File: src/rtl/nn_loop_ctrl.sv
// Loop controller between the phase detector and the DCO: presents each error sample
// (with the previous one) to the NN filter and integrates its output into a saturating control word.
module nn_loop_ctrl #(
  parameter int SETTLE  = 2,
  parameter int CW      = 16,
  parameter int CW_INIT = 32768
) (
  input  logic          clk,
  input  logic          rst,
  input  logic          err_valid,
  input  logic [8:0]    err_in,
  output logic          err_ready,
  input  logic          loop_clr,
  output logic [8:0]    nn_in1,
  output logic [8:0]    nn_in2,
  input  logic [7:0]    nn_out,
  output logic [CW-1:0] ctrl_word,
  output logic          ctrl_valid,
  output logic          sat_pulse
);

  typedef enum logic {ST_IDLE, ST_SETTLE} state_t;

  localparam logic [3:0]    CNT_LOAD = 4'(SETTLE - 1);
  localparam logic [CW-1:0] CW_RST   = CW'(CW_INIT);

  state_t        state_q, state_d;
  logic [3:0]    cnt_q, cnt_d;
  logic [8:0]    nn_in1_q, nn_in1_d;
  logic [8:0]    nn_in2_q, nn_in2_d;
  logic [8:0]    prev_err_q, prev_err_d;
  logic [CW-1:0] ctrl_word_q, ctrl_word_d;
  logic          ctrl_valid_q, ctrl_valid_d;
  logic          sat_pulse_q, sat_pulse_d;

  // Offset-binary nn_out becomes two's complement by inverting its MSB; two guard bits
  // above CW keep both the negative and the overflow side of the sum visible.
  logic signed [CW+1:0] delta_ext;
  logic signed [CW+1:0] sum;

  assign delta_ext = {{(CW-6){~nn_out[7]}}, ~nn_out[7], nn_out[6:0]};
  assign sum       = $signed({2'b00, ctrl_word_q}) + delta_ext;

  // NOTE: every signal written here gets a default first, so no path leaves it unassigned (no latch).
  always_comb begin
    state_d      = state_q;
    cnt_d        = cnt_q;
    nn_in1_d     = nn_in1_q;
    nn_in2_d     = nn_in2_q;
    prev_err_d   = prev_err_q;
    ctrl_word_d  = ctrl_word_q;
    ctrl_valid_d = 1'b0;
    sat_pulse_d  = 1'b0;
    err_ready    = (state_q == ST_IDLE);

    if (loop_clr) begin
      state_d     = ST_IDLE;
      cnt_d       = '0;
      nn_in1_d    = '0;
      nn_in2_d    = '0;
      prev_err_d  = '0;
      ctrl_word_d = CW_RST;
    end else begin
      unique case (state_q)
        ST_IDLE: begin
          if (err_valid) begin
            nn_in1_d = err_in;
            nn_in2_d = prev_err_q;
            cnt_d    = CNT_LOAD;
            state_d  = ST_SETTLE;
          end
        end
        ST_SETTLE: begin
          if (cnt_q != '0) begin
            cnt_d = cnt_q - 4'd1;
          end else begin
            if (sum[CW+1]) begin
              ctrl_word_d = '0;
              sat_pulse_d = 1'b1;
            end else if (sum[CW]) begin
              ctrl_word_d = '1;
              sat_pulse_d = 1'b1;
            end else begin
              ctrl_word_d = sum[CW-1:0];
            end
            ctrl_valid_d = 1'b1;
            prev_err_d   = nn_in1_q;
            state_d      = ST_IDLE;
          end
        end
        default: state_d = ST_IDLE;
      endcase
    end
  end

  // NOTE: state updates use non-blocking assignments so every flop samples pre-edge values.
  always_ff @(posedge clk or posedge rst) begin
    if (rst) begin
      state_q      <= ST_IDLE;
      cnt_q        <= '0;
      nn_in1_q     <= '0;
      nn_in2_q     <= '0;
      prev_err_q   <= '0;
      ctrl_word_q  <= CW_RST;
      ctrl_valid_q <= 1'b0;
      sat_pulse_q  <= 1'b0;
    end else begin
      state_q      <= state_d;
      cnt_q        <= cnt_d;
      nn_in1_q     <= nn_in1_d;
      nn_in2_q     <= nn_in2_d;
      prev_err_q   <= prev_err_d;
      ctrl_word_q  <= ctrl_word_d;
      ctrl_valid_q <= ctrl_valid_d;
      sat_pulse_q  <= sat_pulse_d;
    end
  end

  assign nn_in1     = nn_in1_q;
  assign nn_in2     = nn_in2_q;
  assign ctrl_word  = ctrl_word_q;
  assign ctrl_valid = ctrl_valid_q;
  assign sat_pulse  = sat_pulse_q;

endmodule

File: config.mk
export PLATFORM = sky130hd
export DESIGN_NAME = nn_loop_ctrl
export DESIGN_NICKNAME = d
export VERILOG_FILES = /design/src/rtl/nn_loop_ctrl.sv
export SDC_FILE = /design/constraint.sdc
export NUM_CORES = 1
export LEC_CHECK = 0
export BUFFER_PORTS_ARGS = -buffer_cell sky130_fd_sc_hd__buf_4
export CAP_MARGIN = 20
export CORE_MARGIN = 2
export CORE_UTILIZATION = 40
export CTS_CLUSTER_SIZE = 8
export DETAILED_ROUTE_END_ITERATION = 16
export PLACE_DENSITY = 0.67
export SETUP_SLACK_MARGIN = 0.1
export SLEW_MARGIN = 20
export SYNTH_ARGS = -nofsm -noshare
export SYNTH_HDL_FRONTEND = slang
export SYNTH_SLANG_ARGS = --single-unit
File: constraint.sdc
create_clock -name clk -period 2.3 [get_ports clk]
set_input_delay 0.46 -clock clk [delete_from_list [all_inputs] [get_ports clk]]
set_output_delay 0.46 -clock clk [all_outputs]
set_load 0.02 [all_outputs]
After elaboration in Yosys (flattened, before gate mapping)
Index checks and enable logic that the tools add are counted.
{ "totals": {"reg_bits": 50, "inputBits": 21, "output_inout_bits": 37, "wordCells": 52} }
{ "classes": {"addsub": 2, "eq_ne": 4, "mux": 30, "n_bitwise": 2, "n_reduce_logical": 6} }
{ "ops": {"columns": ["op", "n"], "rows": [
  ["$mux 9", 9],
  ["$mux 16", 5],
  ["$add 17x8->18", 1],
  ["$mux 4", 3],
  ["$mux 1", 11],
  ["$pmux 4 s2", 1],
  ["$ne 3x2->1 const B", 2],
  ["$reduce_and 2->1", 3],
  ["$ne 2x2->1 const B", 2],
  ["$reduce_bool 2->1", 2],
  ["$reduce_bool 4->1", 1],
  ["$sub 4x1->4 const B", 1],
  ["$not 1->1", 2],
  ["$pmux 1 s2", 1]
]} }

Depth between registers and ports, before layout
{ "depth": {"depth_word": 7, "depth_mapped": 11} }

Worst setup path after synthesis
OpenSTA, ideal clock, no wires.
{ "synth_path": {"path_kind": "reg-to-reg", "startpoint": "reg ctrl_word_q[0] (netlist: ctrl_word[0])", "endpoint": "reg ctrl_word_q[12] (netlist: ctrl_word[12])", "setup_ns": 0.083, "t_arrival_ns": 2.428, "required_time_ns": 2.217, "setup_slack_ns": -0.211, "path_stages_with_launch": 10, "period_less_slack_ns": 2.511, "cell_sequence": "dfrtp_1 > ha_1 > fa_1 > a21o_1 > a221oi_1 > o21ai_0 > a31oi_1 > xnor2_1 > nor2_1 > o21ai_0"} }
{ "synth_via": {"elab_chain_len": 6} }
{ "synth_lines": {"columns": ["element", "line", "rtl"], "rows": [
  ["start: declaration", "32", "logic [CW-1:0] ctrl_word_q, ctrl_word_d;"],
  ["start signal: assignment", "113", "ctrl_word_q <= ctrl_word_d;"],
  ["$add 17x8->18 (*)", "42", "assign sum = $signed({2'b00, ctrl_word_q}) + delta_ext;"],
  ["$mux 16", "80", "end else if (sum[CW]) begin"],
  ["$mux 16 (*)", "77", "if (sum[CW+1]) begin"],
  ["$mux 16 (*)", "74", "if (cnt_q != '0) begin"],
  ["$mux 16 (*)", "64", "unique case (state_q)"],
  ["$mux 16 (*)", "56", "if (loop_clr) begin"]
]} }
Mark *: on every way between the ends. The rest lies on a longest branch, timed or not. The select of a mux whose other input is x is not followed.
A chain may end at the register's enable or synchronous reset.

Final worst setup path
{ "layout_path": {"startpoint": "reg ctrl_word_q[0] (netlist: ctrl_word[0])", "endpoint": "reg ctrl_word_q[5] (netlist: ctrl_word[5])"} }
The elaborated chain is that of the path after synthesis.

==> flow_summary.json <==
{
  "outcome": "finished, violations left",
  "failed_checks": "negative setup slack",
  "avgViaCountPerCell": 5.12,
  "leakage_power_figure_nw": 2.13,
  "grt_use_total_pct": 21.1,
  "report.final.setup_viol": 8,
  "groute.layer.met3.usage_pct": 2.60,
  "ys_warn_count": 0,
  "syn_inst": 339,
  "tritoncts": "done",
  "worst_vdd_ir_mv": 0.259,
  "worstSkewPairLatency_ns": 0.30,
  "critPathLaunchType": "flop",
  "achievable-frequency_mhz": 424,
  "hold_viol": 0,
  "synthSimpleGateAreaFrac_pct": 19.4,
  "commonest_non_fill_non_tap_cells_in_the_layout": "126 x sky130_fd_sc_hd__buf_4, 78 x sky130_fd_sc_hd__nand2_1, 48 x sky130_fd_sc_hd__dfrtp_1",
  "htree_levels": 2,
  "die-width_um": 90.1,
  "worstPathCellList": "ha_4, fa_2, a21o_1, a31o_2, nand4_1, nand3_2, xnor2_4, buf_6, buf_16, a21oi_2, o21ai_2",
  "post_synth_fa_ha_maj_area_fraction_pct": 8.69,
  "final_min_period_over_clock_period_pct": 103,
  "netlist_area_mm2": 0.00297,
  "clock_sinks": 50,
  "synth_top_cell_by_area": "sky130_fd_sc_hd__dfrtp_1",
  "cellPowerDensity_mw_per_mm2": 607,
  "tritoncts_buffers": 5,
  "min_period_ns": 2.36,
  "initialDrtViolationCount": 176,
  "grt-ovfl-total": 0,
  "placementRows": 31,
  "compound_gate_fraction_of_synth_area_pct": 21.1,
  "final_nets": 506,
  "rsz0062_at_grt": "yes",
  "floorplan.core_area_mm2": 0.00721,
  "top_level_ports": 58,
  "detailedRoute.firstPassIterationCount": 4,
  "synthesis.area_per_instance_um2": 8.75,
  "drv_slew": 0,
  "synth_seq_area_share_pct": 42.2,
  "synth-edff-count": 0,
  "mostFrequentLayoutCell": "sky130_fd_sc_hd__buf_4",
  "cp.buffers_inverters": 2,
  "synth_cell_type_count": 49,
  "drive_above_1_share_pct": 42.5,
  "vias": 2891,
  "detail_route.wirelength_mm": 8.74,
  "place.port_buffers": 57,
  "postSynth.asyncResetShare_pct": 100,
  "synth_nets": 380,
  "hold_class": "in2async",
  "path_clk_slew_ns": 0.10,
  "synth.ff_latch_count": 50,
  "timing.reg2reg.worst_path_depth": 11,
  "detail_route.wl_per_cell_um": 15.5,
  "final_cell_count_no_fill": 565,
  "skew_ns": 0.0108,
  "grt.busiest_layer": "met2",
  "synth.top_cells.by_area": "sky130_fd_sc_hd__dfrtp_1 41%, sky130_fd_sc_hd__nand2_1 9.9%, sky130_fd_sc_hd__a21oi_1 8.4%",
  "grt_max_degree": 36,
  "cap_viol_max_count": 0,
  "max_slew_margin_pct": 36.3,
  "antenna-diode-count": 0,
  "crit-reg2reg-capture": "ctrl_word[5]",
  "final_core_utilization_pct": 61.8,
  "multiplexer_share_of_the_synthesized_area_pct": 0,
  "cpLargestDelayFamily": "compound AO/OA/AOI/OAI gates",
  "cts_max_path_buffers": 2,
  "timing.final.ws_setup_ns": -0.0580,
  "regToRegStartpoint": "ctrl_word[0]",
  "area.growth.synth_to_final_pct": 50.3,
  "grt_antenna_before_repair": 0,
  "floorplan.die_area_mm2": 0.00812,
  "rrSetupSlack_ns": -0.06,
  "drtAntennaViolNets": 0,
  "cp-end-kind": "flop",
  "floorplan.initialDensity_pct": 41.1,
  "ys.flop_type": "sky130_fd_sc_hd__dfrtp_1",
  "criticalPathCategory": "reg2reg",
  "worst_slew_pin_slew_ns": 0.951,
  "crit_required_ns": 2.53,
  "first_global_vias": 2853,
  "globalplace.congestion": 0.917,
  "largest_family_of_logic_cells_by_synthesized_area": "compound AO/OA/AOI/OAI gates",
  "critPathArrivalTime_ns": 2.59,
  "total_power_mw": 2.71,
  "synth-xor-area-share_pct": 5.23,
  "clk_root_buffer_cell": "sky130_fd_sc_hd__clkbuf_8",
  "place_hpwl_mm": 6.16,
  "gr-usage-met2_pct": 34.6,
  "placed_cells": 543,
  "first_pass_grt_wire_length_mm": 14.0,
  "dieHeight_um": 90.1,
  "critical-path-slowest-cell": "sky130_fd_sc_hd__dfrtp_2",
  "use_met1_pct": 30.2,
  "post-synth-top-area-fraction_pct": 41.4,
  "cp_slowest_stage_delay_ns": 0.44,
  "crit_fanout": 5,
  "drc": 0
}
[how the worst max path moves through the flow]
stage                             from             to  slack (ns)  cells past startpoint
after global routing      ctrl_word[0]   ctrl_word[8]       -0.17                     11
after detailed placement     nn_out[7]  ctrl_word[11]       -0.48                     11
final                     ctrl_word[0]   ctrl_word[5]       -0.06                     11
after floorplan              nn_out[7]   ctrl_word[7]       -0.10                     10
after global placement       nn_out[7]  ctrl_word[11]       -0.32                     11
after CTS                 ctrl_word[0]   ctrl_word[9]       -0.05                     11
[worst register-to-register path, delay by kind of cell (launching register included)]
kind                       cells  cell delay, ns
AOI/OAI and AO/OA              4            0.61
adders and majority gates      2            0.51
xor gates and xnor gates       1            0.27
buffers and inverters          2            0.26
DFF                            1            0.44
and+or+nand+nor                2            0.22
[power breakdown]
group	internal [mW]	total, mW	switching, mW
combinational	0.502	1.05	0.544
clock	0.358	0.668	0.309
sequential	0.935	0.994	0.0590
[Yosys cell counts, types with 3 or more instances]
| cell type | count |
|---|---|
| sky130_fd_sc_hd__inv_1 | 8 |
| sky130_fd_sc_hd__and3_1 | 3 |
| sky130_fd_sc_hd__a21oi_1 | 50 |
| sky130_fd_sc_hd__nand3_1 | 5 |
| sky130_fd_sc_hd__a21o_1 | 4 |
| sky130_fd_sc_hd__o21ai_0 | 17 |
| sky130_fd_sc_hd__nor2_1 | 27 |
| sky130_fd_sc_hd__nand2_1 | 78 |
| sky130_fd_sc_hd__dfrtp_1 | 49 |
| sky130_fd_sc_hd__xnor2_1 | 10 |
| sky130_fd_sc_hd__ha_1 | 19 |
| sky130_fd_sc_hd__clkbuf_1 | 10 |
| sky130_fd_sc_hd__nor3_1 | 6 |
| sky130_fd_sc_hd__o21ai_2 | 9 |
| sky130_fd_sc_hd__xor2_1 | 4 |
[timing repair]
item                                    CTS  global route
endpoints found under the setup margin   17            17
setup buffers                             8             4
pin swaps                                13            19
cloned                                    2             0
hold buffers                              0             0
gates resized for setup                  35            15
hold endpoints to repair                  0             0
[sequential cells by signal, indices dropped and copies added (netlist names)]
| signal | count |
|---|---|
| sat_pulse | 1 |
| ctrl_word | 16 |
| cnt_q | 4 |
| ctrl_valid | 1 |
| state_q | 1 |
| nn_in1 | 9 |
| nn_in2 | 9 |
| prev_err_q | 9 |
[area by class of cell]
| type | instances | area, um^2 |
|---|---|---|
| clock inverter | 2 | 38.8 |
| fill | 640 | 2760 |
| tap | 99 | 124 |
| clock buffer | 6 | 82.6 |
| inverter | 8 | 33.8 |
| timing repair buffer | 132 | 1050 |
| multi-input combinational | 268 | 1870 |
| sequential | 50 | 1250 |
[through the flow]
step                      hold slack (ns)  TNS (ns)  setup WS, ns  area (um^2)
after floorplan                     0.497    -0.759        -0.101         3010
after CTS                           0.217    -0.293       -0.0453         4360
after global routing                0.255     -1.93        -0.171         4460
after global placement              0.500     -4.92        -0.317         3980
after detailed placement            0.511     -6.52        -0.477         3980
final                               0.206    -0.316       -0.0580         4460
[layer usage]
metal / part of all wire (%) / vias up
met4: 0.58 / 0
met2: 48 / 55
met5: 0 / -
met3: 3.1 / 4
met1: 48 / 1406
li1: - / 1426
[kinds of logic after synthesis]
kind of cell | Yosys count
fa+ha+maj | 20
buf+inv | 22
simple gates | 133
xor+xnor | 16
compound gates | 98
flops | 50
No activity file was read; power rests on OpenSTA's default activity.
